===== src/rtl/counter_ud_mode.sv =====
// Up/down event counter with run-time limit, programmable step and
// wrap / saturate / one-shot terminal behaviour with separate crossing pulses.
module counter_ud_mode #(
    parameter int          WIDTH   = 4,
    parameter int          STEP_W  = 2,
    parameter int unsigned RST_VAL = 0
) (
    input  logic              clk,
    input  logic              rstn,
    input  logic              en,
    input  logic              clr,
    input  logic              load_en,
    input  logic [WIDTH-1:0]  load,
    input  logic              down,
    input  logic [STEP_W-1:0] step,
    input  logic [WIDTH-1:0]  limit,
    input  logic [1:0]        mode,
    output logic [WIDTH-1:0]  count,
    output logic              rollover,
    output logic              underflow,
    output logic              at_limit,
    output logic              at_zero,
    output logic              halted
);

    localparam logic [WIDTH-1:0] RST_C = RST_VAL[WIDTH-1:0];

    typedef enum logic {
        ST_RUN  = 1'b0,
        ST_HALT = 1'b1
    } state_t;

    state_t           r_state;
    state_t           w_state_nxt;
    logic [WIDTH-1:0] r_count;
    logic [WIDTH-1:0] w_count_nxt;
    logic             r_rollover;
    logic             r_underflow;
    logic             w_ro_nxt;
    logic             w_uf_nxt;

    // Arithmetic is one bit wider so limit+1 and count+step never alias.
    logic [WIDTH:0]   w_lim_x;
    logic [WIDTH:0]   w_lim1;
    logic [WIDTH:0]   w_step_x;
    logic [WIDTH:0]   w_s;
    logic [WIDTH:0]   w_up;
    logic [WIDTH-1:0] w_dn;
    logic [WIDTH-1:0] w_wrap_up;
    logic [WIDTH-1:0] w_wrap_dn;
    logic [WIDTH-1:0] w_load_clip;

    always_comb begin
        w_lim_x     = {1'b0, limit};
        w_lim1      = w_lim_x + 1'b1;
        w_step_x    = {{(WIDTH + 1 - STEP_W){1'b0}}, step};
        w_s         = (w_step_x > w_lim1) ? w_lim1 : w_step_x;
        w_up        = {1'b0, r_count} + w_s;
        // The true results of these fit in WIDTH bits, so modular math is exact.
        w_dn        = r_count - w_s[WIDTH-1:0];
        w_wrap_up   = w_up[WIDTH-1:0] - w_lim1[WIDTH-1:0];
        w_wrap_dn   = r_count + w_lim1[WIDTH-1:0] - w_s[WIDTH-1:0];
        w_load_clip = (load > limit) ? limit : load;
    end

    always_comb begin
        w_state_nxt = r_state;
        w_count_nxt = r_count;
        w_ro_nxt    = 1'b0;
        w_uf_nxt    = 1'b0;
        if (clr) begin
            w_count_nxt = RST_C;
            w_state_nxt = ST_RUN;
        end else if (load_en) begin
            w_count_nxt = w_load_clip;
            w_state_nxt = ST_RUN;
        end else if (en && (r_state == ST_RUN)) begin
            if (w_s == '0) begin
                w_count_nxt = r_count;
            end else if (r_count > limit) begin
                w_count_nxt = limit;
            end else if (!down) begin
                if (w_up <= w_lim_x) begin
                    w_count_nxt = w_up[WIDTH-1:0];
                end else begin
                    w_ro_nxt = 1'b1;
                    case (mode)
                        2'b01:   w_count_nxt = limit;
                        2'b10: begin
                            w_count_nxt = limit;
                            w_state_nxt = ST_HALT;
                        end
                        default: w_count_nxt = w_wrap_up;
                    endcase
                end
            end else begin
                if (w_s <= {1'b0, r_count}) begin
                    w_count_nxt = w_dn;
                end else begin
                    w_uf_nxt = 1'b1;
                    case (mode)
                        2'b01:   w_count_nxt = '0;
                        2'b10: begin
                            w_count_nxt = '0;
                            w_state_nxt = ST_HALT;
                        end
                        default: w_count_nxt = w_wrap_dn;
                    endcase
                end
            end
        end
    end

    always_ff @(posedge clk or negedge rstn) begin
        if (!rstn) begin
            r_state     <= ST_RUN;
            r_count     <= RST_C;
            r_rollover  <= 1'b0;
            r_underflow <= 1'b0;
        end else begin
            r_state     <= w_state_nxt;
            r_count     <= w_count_nxt;
            r_rollover  <= w_ro_nxt;
            r_underflow <= w_uf_nxt;
        end
    end

    assign count     = r_count;
    assign rollover  = r_rollover;
    assign underflow = r_underflow;
    assign at_limit  = (r_count == limit);
    assign at_zero   = (r_count == '0);
    assign halted    = (r_state == ST_HALT);

endmodule


===== config.mk =====
export PLATFORM = sky130hd
export DESIGN_NAME = counter_ud_mode
export DESIGN_NICKNAME = d
export VERILOG_FILES = /design/src/rtl/counter_ud_mode.sv
export SDC_FILE = /design/constraint.sdc
export NUM_CORES = 1
export LEC_CHECK = 0
export BUFFER_PORTS_ARGS = -buffer_cell sky130_fd_sc_hd__buf_4
export CORE_ASPECT_RATIO = 1.4
export CORE_MARGIN = 2
export CORE_UTILIZATION = 42
export CTS_CLUSTER_SIZE = 14
export DETAILED_ROUTE_END_ITERATION = 6
export PLACE_DENSITY = 0.77
export SLEW_MARGIN = 20
export SYNTH_ARGS = -nofsm -noshare
export SYNTH_HDL_FRONTEND = slang
export SYNTH_SLANG_ARGS = --single-unit

===== constraint.sdc =====
create_clock -name clk -period 3.3 [get_ports clk]
set_clock_uncertainty 0.2 [all_clocks]
set_input_delay 0.66 -clock clk [delete_from_list [all_inputs] [get_ports clk]]
set_output_delay 0.66 -clock clk [all_outputs]
set_load 0.01 [all_outputs]

Word level (Yosys, flattened, before mapping):

Cells that the tools add are included.

* bitwise gates (word level): 1
* reduce and logical (&&, ||, !) cells: 7
* shift operators: 0
* order comparisons: 5
* divide/modulo/power cells: 0
* equality and inequality tests: 7
* mux-type cells: 35
* $add $sub $neg: 6
* $mul: 0

Operator list (number)
* 2-to-1 mux 4 bit: 11
* 2-to-1 mux 1 bit: 23
* subtractor 4 bit: 3
* less-or-equal comparator 5 x 4 -> 1 bit: 2
* > comparator 4 bit: 2
* != test 4 bit, second input constant: 2
* != test 3 bit, second input constant: 2
* adder 4 x 1 -> 5 bit, second input constant: 1
* adder 4 x 5 -> 5 bit: 1
* > comparator 2 x 5 -> 1 bit: 1
* logical NOT 5 bit: 1
* 2-to-1 mux 5 bit: 1
* AND reduction 5 bit: 1
* adder 4 bit: 1
* == test 4 bit: 1
* logical NOT 4 bit: 1
* nonzero test 3 bit: 1
* == test 2 x 1 -> 1 bit, second input constant: 1
* == test 2 bit, second input constant: 1
* AND reduction 2 bit: 1
* OR reduction 2 bit: 1
* logical AND 1 bit: 1
* inverter 1 bit: 1

* input bits: 18
* latch bits: 0
* bits in registers: 7
* memory bits (writable): 0
* ROM bits: 0
* memories kept: 0

Longest topological paths before layout:

Gate-level depths: netlist of run 1.

* depth in word-level cells: 13
* mapped depth: 18

Worst setup path after synthesis of run 1:

No wires, ideal clock.

* path kind: in2reg
* start: input limit[0]
* end: register r_count[3], in the netlist count[3]
* path buffers: 0
* data arrival time: 4635 ps
* slack: -1622 ps
* stages: 18
* setup time: 87 ps
* required time: 3013 ps
* path through: ha_1 -> inv_1 -> ha_1 -> a21oi_1 -> o21ai_0 -> nor2_1 -> mux2_2 -> ha_1 -> nor3b_1 -> or4_4 -> nand2_2 -> ha_1 -> and4b_1 -> a21oi_1 -> or4_1 -> nand4_1 -> or4_1 -> a211oi_2

* cells in the longest elaborated chain, start to end: 13
* elaborated cells between the ends (all ways): 26
* those cells by class: add/sub: 6; order compare: 5; eq/ne: 1; mux: 12; reduce/logical: 2

Ends and longest elaborated chain
* start: declaration: RTL line 16 `input logic [WIDTH-1:0] limit,`
* adder 4 x 1 -> 5 bit: RTL line 55 `w_lim1 = w_lim_x + 1'b1;`
* > comparator 2 x 5 -> 1 bit: RTL line 57 `w_s = (w_step_x > w_lim1) ? w_lim1 : w_step_x;`
* 2-to-1 mux 5 bit: RTL line 57
* adder 4 x 5 -> 5 bit: RTL line 58 `w_up = {1'b0, r_count} + w_s;`
* subtractor 4 bit: RTL line 61 `w_wrap_up = w_up[WIDTH-1:0] - w_lim1[WIDTH-1:0];`
* 2-to-1 mux 4 bit: RTL line 87 `case (mode)`
* 2-to-1 mux 4 bit: RTL line 83 `if (w_up <= w_lim_x) begin`
* 2-to-1 mux 4 bit: RTL line 82 `end else if (!down) begin`
* 2-to-1 mux 4 bit: RTL line 80 `end else if (r_count > limit) begin`
* 2-to-1 mux 4 bit: RTL line 78 `if (w_s == '0) begin`
* 2-to-1 mux 4 bit: RTL line 77 `end else if (en && (r_state == ST_RUN)) begin`
* 2-to-1 mux 4 bit: RTL line 74 `end else if (load_en) begin`
* 2-to-1 mux 4 bit: RTL line 71 `if (clr) begin`
* end signal: assignment: RTL line 122 `r_count <= w_count_nxt;`
* end: declaration: RTL line 35 `logic [WIDTH-1:0] r_count;`

Several ways; a longest one is shown, not always the timed one. The select of a mux whose other input is x is not followed.
A chain may end at the register's enable or synchronous reset.

Worst setup path after layout of run 1:

Same ends and word-level chain as after synthesis.

==> results of run 1 <==
-- worst register-to-register path: stages, from the launching register on --
cell	delay, ns
dfrtp_1	0.46
inv_1	0.11
ha_4	0.29
nor3b_4	0.05
or4_4	0.50
nand2_4	0.10
ha_4	0.21
and4b_1	0.18
a21oi_2	0.18
or4_1	0.14
nand4_1	0.09
or4_1	0.50
a211oi_2	0.24
-- cell type report --
class / count / area share (%)
Multi-Input combinational cell: 171 / 62.99
Timing Repair Buffer: 72 / 22.23
Sequential cell: 7 / 6.917
Inverter: 26 / 3.953
Tap cell: 43 / 2.125
Clock buffer: 4 / 1.779
-- kinds of logic after synthesis --
| kind of cell | synth area share, % |
|---|---|
| fa+ha+maj | 33.16 |
| xor+xnor | 5.205 |
| mux | 4.312 |
| flops | 10.41 |
| compound gates | 22.31 |
| buf+inv | 7.584 |
| simple gates | 16.58 |
| other cells | 0.4463 |
-- cells in the mapped netlist, types with 4 or more instances --
master	n
ha_1	35
inv_1	26
a21oi_1	19
nor2_1	11
nand2_1	9
xnor2_1	9
dfrtp_1	7
nor2b_1	7
fa_1	6
o21ai_0	6
mux2i_1	5
nand4_1	4
o211ai_1	4
-- worst paths after layout --
| kind | from | to | slack (ns) | cells past startpoint |
|---|---|---|---|---|
| worst min-delay path | rstn | count[1]$_DFFE_PN0P_ | 0.04 | 1 |
| min in group clk | clr | halted$_DFFE_PN0P_ | 0.44 | 2 |
| worst max register to register | count[1]$_DFFE_PN0P_ | count[3]$_DFFE_PN0P_ | -0.05 | 12 |
| worst max-delay path | limit[0] | count[3]$_DFFE_PN0P_ | -1.26 | 19 |
| max in group asynchronous | rstn | underflow$_DFF_PN0_ | 2.74 | 1 |
| worst min register to register | halted$_DFFE_PN0P_ | halted$_DFFE_PN0P_ | 0.55 | 2 |
-- report_power, final --
part | switching (mW) | internal, mW | leakage [nW]
sequential | 0.0114 | 0.0952 | 0.0940
combinational | 0.424 | 0.452 | 1.12
clock | 0.0361 | 0.0835 | 0.0228
-- sequential cells by signal (all words and copies together) (netlist names) --
signal	flops
count	4
underflow	1
rollover	1
halted	1
-- stage by stage --
| step | std cells | setup slack, ns |
|---|---|---|
| after floorplan | 210 | -1.313 |
| after global placement | 312 | -1.486 |
| after global routing | 323 | -1.417 |
| after detailed placement | 312 | -1.575 |
| after CTS | 320 | -1.278 |
| final | 323 | -1.257 |
-- layer usage --
layer	wire [microns]	part of all wire, %	up-vias
met5	0	0	-
met2	2904	54	61
met3	221	4.1	25
met4	240	4.5	0
met1	2004	37	872
li1	-	-	882
-- what timing repair did --
item | 4_1_cts | 5_1_grt
resized for setup | 17 | 9
hold buffers | 0 | 0
setup buffers | 4 | 3
pin swaps | 15 | 9
endpoints found under the setup margin | 7 | 7
==> results.yml, run 1 <==
sta:
  finalHoldViolCount: 0
  fin_tns_setup_ns: -6.608
  rsz0062_at_grt: "yes"
  finalCritPeriodShare_pct: 138.1
  finalMaxSlewViolations: 0
  whs_ns: 0.03744
  final-setup-viol-count: 7
  layout_setup_ws_ns: -1.257
  worst_pin_slew_ns: 0.4923
  timing.slew.headroom_pct: 66.96
  clock.fmax_mhz: 219.4
  final.min_clock_period_ns: 4.557
setup_path:
  worst-path-buf-inv: 2
  path_common_cell: "ha_4"
  endpoint_kind: "register"
  critPathTopFamily: "simple AND/OR/NAND/NOR gates"
  start_kind: "input port"
  crit_type: "in -> reg"
  worstPathRequired_ns: 3.24
  timing.critical_path.slowest_stage_cell: "or4_4"
  crit_arrival_ns: 4.50
  path_cells: "buf_6, ha_4, inv_4, ha_4, nor2b_4, o21ai_2, nor2_4, mux2_4, ha_4, nor3b_4, or4_4, nand2_4, ha_4, and4b_1, a21oi_2, or4_1, nand4_1, or4_1, a211oi_2"
  crit_fanout: 4
  max_stage_delay_ns: 0.50
clock_network:
  cts.reportedPaths.clkPinSlew_ns: 0.04
  cts_root_buffer: "clkbuf_8"
  numCtsBuffers: 3
  cts_tree: "yes"
  cts_sinks: 7
  htreeDepth: 1
  clock_latency_ns: 0.23
  clockBufferDepth: 2
yosys:
  synth-edff-count: 0
  yosys.area.top_type: "ha_1"
  syn_avg_cell_area_sq_um: 8.209
  ys.flop_type: "dfrtp_1"
  ys_types: 49
  yosysWarnings: 0
  ys_ff_latch: 7
  ys_seq_area_share_pct: 10.41
  synth_top_area_share_pct: 26.02
  syn_inst: 205
  synth_async_sr_flop_share_pct: 100.0
  synth_area_leaders: "ha_1, dfrtp_1, fa_1"
  syn_area_sq_mm: 0.001683
layout:
  final-seq-area_sq_um: 175.2
  drive_gt1_share_pct: 38.93
  final_util_pct: 65.19
  multiInputGateArea_sq_mm: 0.001595
  area_growth_pct: 50.48
  final_common_cell: "buf_4"
  final_cell_mix: "buf_4, ha_1, inv_1"
  antenna_cells: 0
  final_net_count: 340
  fillCellCount: 305
  stdcell_area_sq_mm: 0.002532
die:
  die_x_microns: 57.50
  design.die.area_sq_mm: 0.004536
  core.rowCount: 27
  die_h_microns: 78.90
  pin_count: 27
  start_util_pct: 43.32
  coreArea_sq_mm: 0.003885
route:
  ant_nets: 0
  vias_per_cell: 5.697
  first_pass_iters: 4
  drcViolationCount: 0
  drtIter0Drc: 125
  drt-total-wl_microns: 5370
  routedWlPerCell_microns: 16.63
  vias: 1840
placed_design:
  portBuffers: 26
  hpwl_microns: 4261
  gp_routability_congestion: 0.9460
  place_area_sq_mm: 0.002317
flow_run:
  max_cap_viol_count: 0
grt:
  grt_max_degree: 13
  met3_usage_pct: 1.303
  antenna_found_initial: 0
  use_met1_pct: 25.13
  grt_pass1_wl_microns: 8266
  grt_use_total_pct: 23.17
  grt.met2_usage_pct: 46.02
  grt_busiest_layer: "met2"
  overflow: 0
  grt_pass1_vias: 1827
power_and_ir_drop:
  cellPowerDensity_mw_per_mm2: 435.2
  peakVddDrop_uv: 372.1
  leakagePower_nw: 1.241
  fin_total_pwr_mw: 1.102
worst_hold_path:
  min-delay-path-class: "in -> async"
status:
  violations: "negative setup slack"
  status: "complete, but fails checks"
(Power assumes the default switching activity.)
==> inputs of run 2 (changes only) <==
--- a/config.mk
+++ b/config.mk
@@ -9,6 +9,7 @@
 export CORE_ASPECT_RATIO = 1.4
 export CORE_MARGIN = 2
 export CORE_UTILIZATION = 42
+export CTS_BUF_LIST = sky130_fd_sc_hd__clkbuf_8
 export CTS_CLUSTER_SIZE = 14
 export DETAILED_ROUTE_END_ITERATION = 6
 export PLACE_DENSITY = 0.77
==> results.yml, run 2 (same netlist as run 1, synthesis figures left out) <==
route:
  drtIter0Drc: 125
  first_pass_iters: 4
  drcViolationCount: 0
  vias_per_cell: 5.678
  vias: 1834
  drt-total-wl_microns: 5364
  routedWlPerCell_microns: 16.61
  ant_nets: 0
setup_path:
  crit_type: "in -> reg"
  endpoint_kind: "register"
  start_kind: "input port"
  worstPathRequired_ns: 3.24
  crit_fanout: 4
  crit_arrival_ns: 4.50
sta:
  worst_pin_slew_ns: 0.4923
  finalHoldViolCount: 0
  final.min_clock_period_ns: 4.558
  whs_ns: 0.03950
  layout_setup_ws_ns: -1.258
  finalMaxSlewViolations: 0
  final-setup-viol-count: 7
  clock.fmax_mhz: 219.4
  rsz0062_at_grt: "yes"
  fin_tns_setup_ns: -6.614
  timing.slew.headroom_pct: 66.96
  finalCritPeriodShare_pct: 138.1
status:
  status: "complete, but fails checks"
  violations: "negative setup slack"
placed_design:
  hpwl_microns: 4261
  dpl.cell_count: 312
  place_area_sq_mm: 0.002317
  gp_routability_congestion: 0.9460
  portBuffers: 26
  dp_slack_ns: -1.575
die:
  pin_count: 27
  core.rowCount: 27
  start_util_pct: 43.32
  design.die.area_sq_mm: 0.004536
  coreArea_sq_mm: 0.003885
  die_x_microns: 57.50
  die_h_microns: 78.90
clock_network:
  cts_sinks: 7
  hold_buffers: 0
  clockBufferDepth: 2
  numCtsBuffers: 3
  cts_tree: "yes"
  cts.reportedPaths.clkPinSlew_ns: 0.04
  cts_root_buffer: "clkbuf_8"
  clock_latency_ns: 0.23
  htreeDepth: 1
layout:
  final_common_cell: "buf_4"
  drive_gt1_share_pct: 38.93
  final_net_count: 340
  final_cell_mix: "buf_4, ha_1, inv_1"
  largest_reg_flops: 4
  area_growth_pct: 50.48
  antenna_cells: 0
  fillCellCount: 305
  stdcell_area_sq_mm: 0.002532
  final_util_pct: 65.19
  fin_cells: 323
flow_run:
  max_cap_viol_count: 0
grt:
  grt_pass1_wl_microns: 8266
  grt_max_degree: 13
  grt_pass1_vias: 1827
  antenna_found_initial: 0
  grt_use_total_pct: 23.17
  overflow: 0
power_and_ir_drop:
  leakagePower_nw: 1.245
  peakVddDrop_uv: 369.1
  cellPowerDensity_mw_per_mm2: 434.1
  fin_total_pwr_mw: 1.099
worst_hold_path:
  min-delay-path-class: "in -> async"
-- run 2: where the power goes --
group | switching (mW) | internal [mW]
Sequential | 0.0114 | 0.0952
Combinational | 0.424 | 0.452
Clock | 0.0365 | 0.0803
-- run 2: cell type report --
type | count | area (sq um) | share of cell area [%]
inverters | 26 | 100.1 | 3.953
flip-flops and latches | 7 | 175.2 | 6.917
clock buffers | 3 | 41.29 | 1.630
multi-input cells | 171 | 1595 | 62.99
repair buffers | 72 | 563.0 | 22.23
clock inverters | 1 | 3.754 | 0.1482
well taps | 43 | 53.80 | 2.125
-- run 2: path summary, 6_finish.rpt --
path / startpoint / endpoint / slack [ns] / cells after the start
max reg2reg: count[1]$_DFFE_PN0P_ / count[3]$_DFFE_PN0P_ / -0.05 / 12
min reg2reg: halted$_DFFE_PN0P_ / halted$_DFFE_PN0P_ / 0.55 / 2
max: limit[0] / count[3]$_DFFE_PN0P_ / -1.26 / 19
min in group clk: clr / halted$_DFFE_PN0P_ / 0.44 / 2
min: rstn / count[1]$_DFFE_PN0P_ / 0.04 / 1
max in group asynchronous: rstn / underflow$_DFF_PN0_ / 2.74 / 1
-- run 2: critical path, cell delays in order --
cell and delay, ns:
buf_6 0.10, ha_4 0.27, inv_4 0.04, ha_4 0.26, nor2b_4 0.13, o21ai_2 0.09, nor2_4 0.13, mux2_4 0.35
ha_4 0.29, nor3b_4 0.04, or4_4 0.50, nand2_4 0.10, ha_4 0.21, and4b_1 0.18, a21oi_2 0.18, or4_1 0.14
nand4_1 0.09, or4_1 0.50, a211oi_2 0.24
-- run 2: what timing repair did --
item	in CTS	in global routing
setup endpoints to repair	7	7
gates resized for setup	17	9
pin swaps	15	9
buffers inserted	4	3
-- run 2: metal layers --
layer / routed length, microns / track usage, % / vias up
met5: 0 / 0 / -
met4: 235 / 7.209 / 0
met3: 221 / 1.303 / 24
met2: 2908 / 46.02 / 61
met1: 1998 / 25.13 / 866
li1: - / - / 883
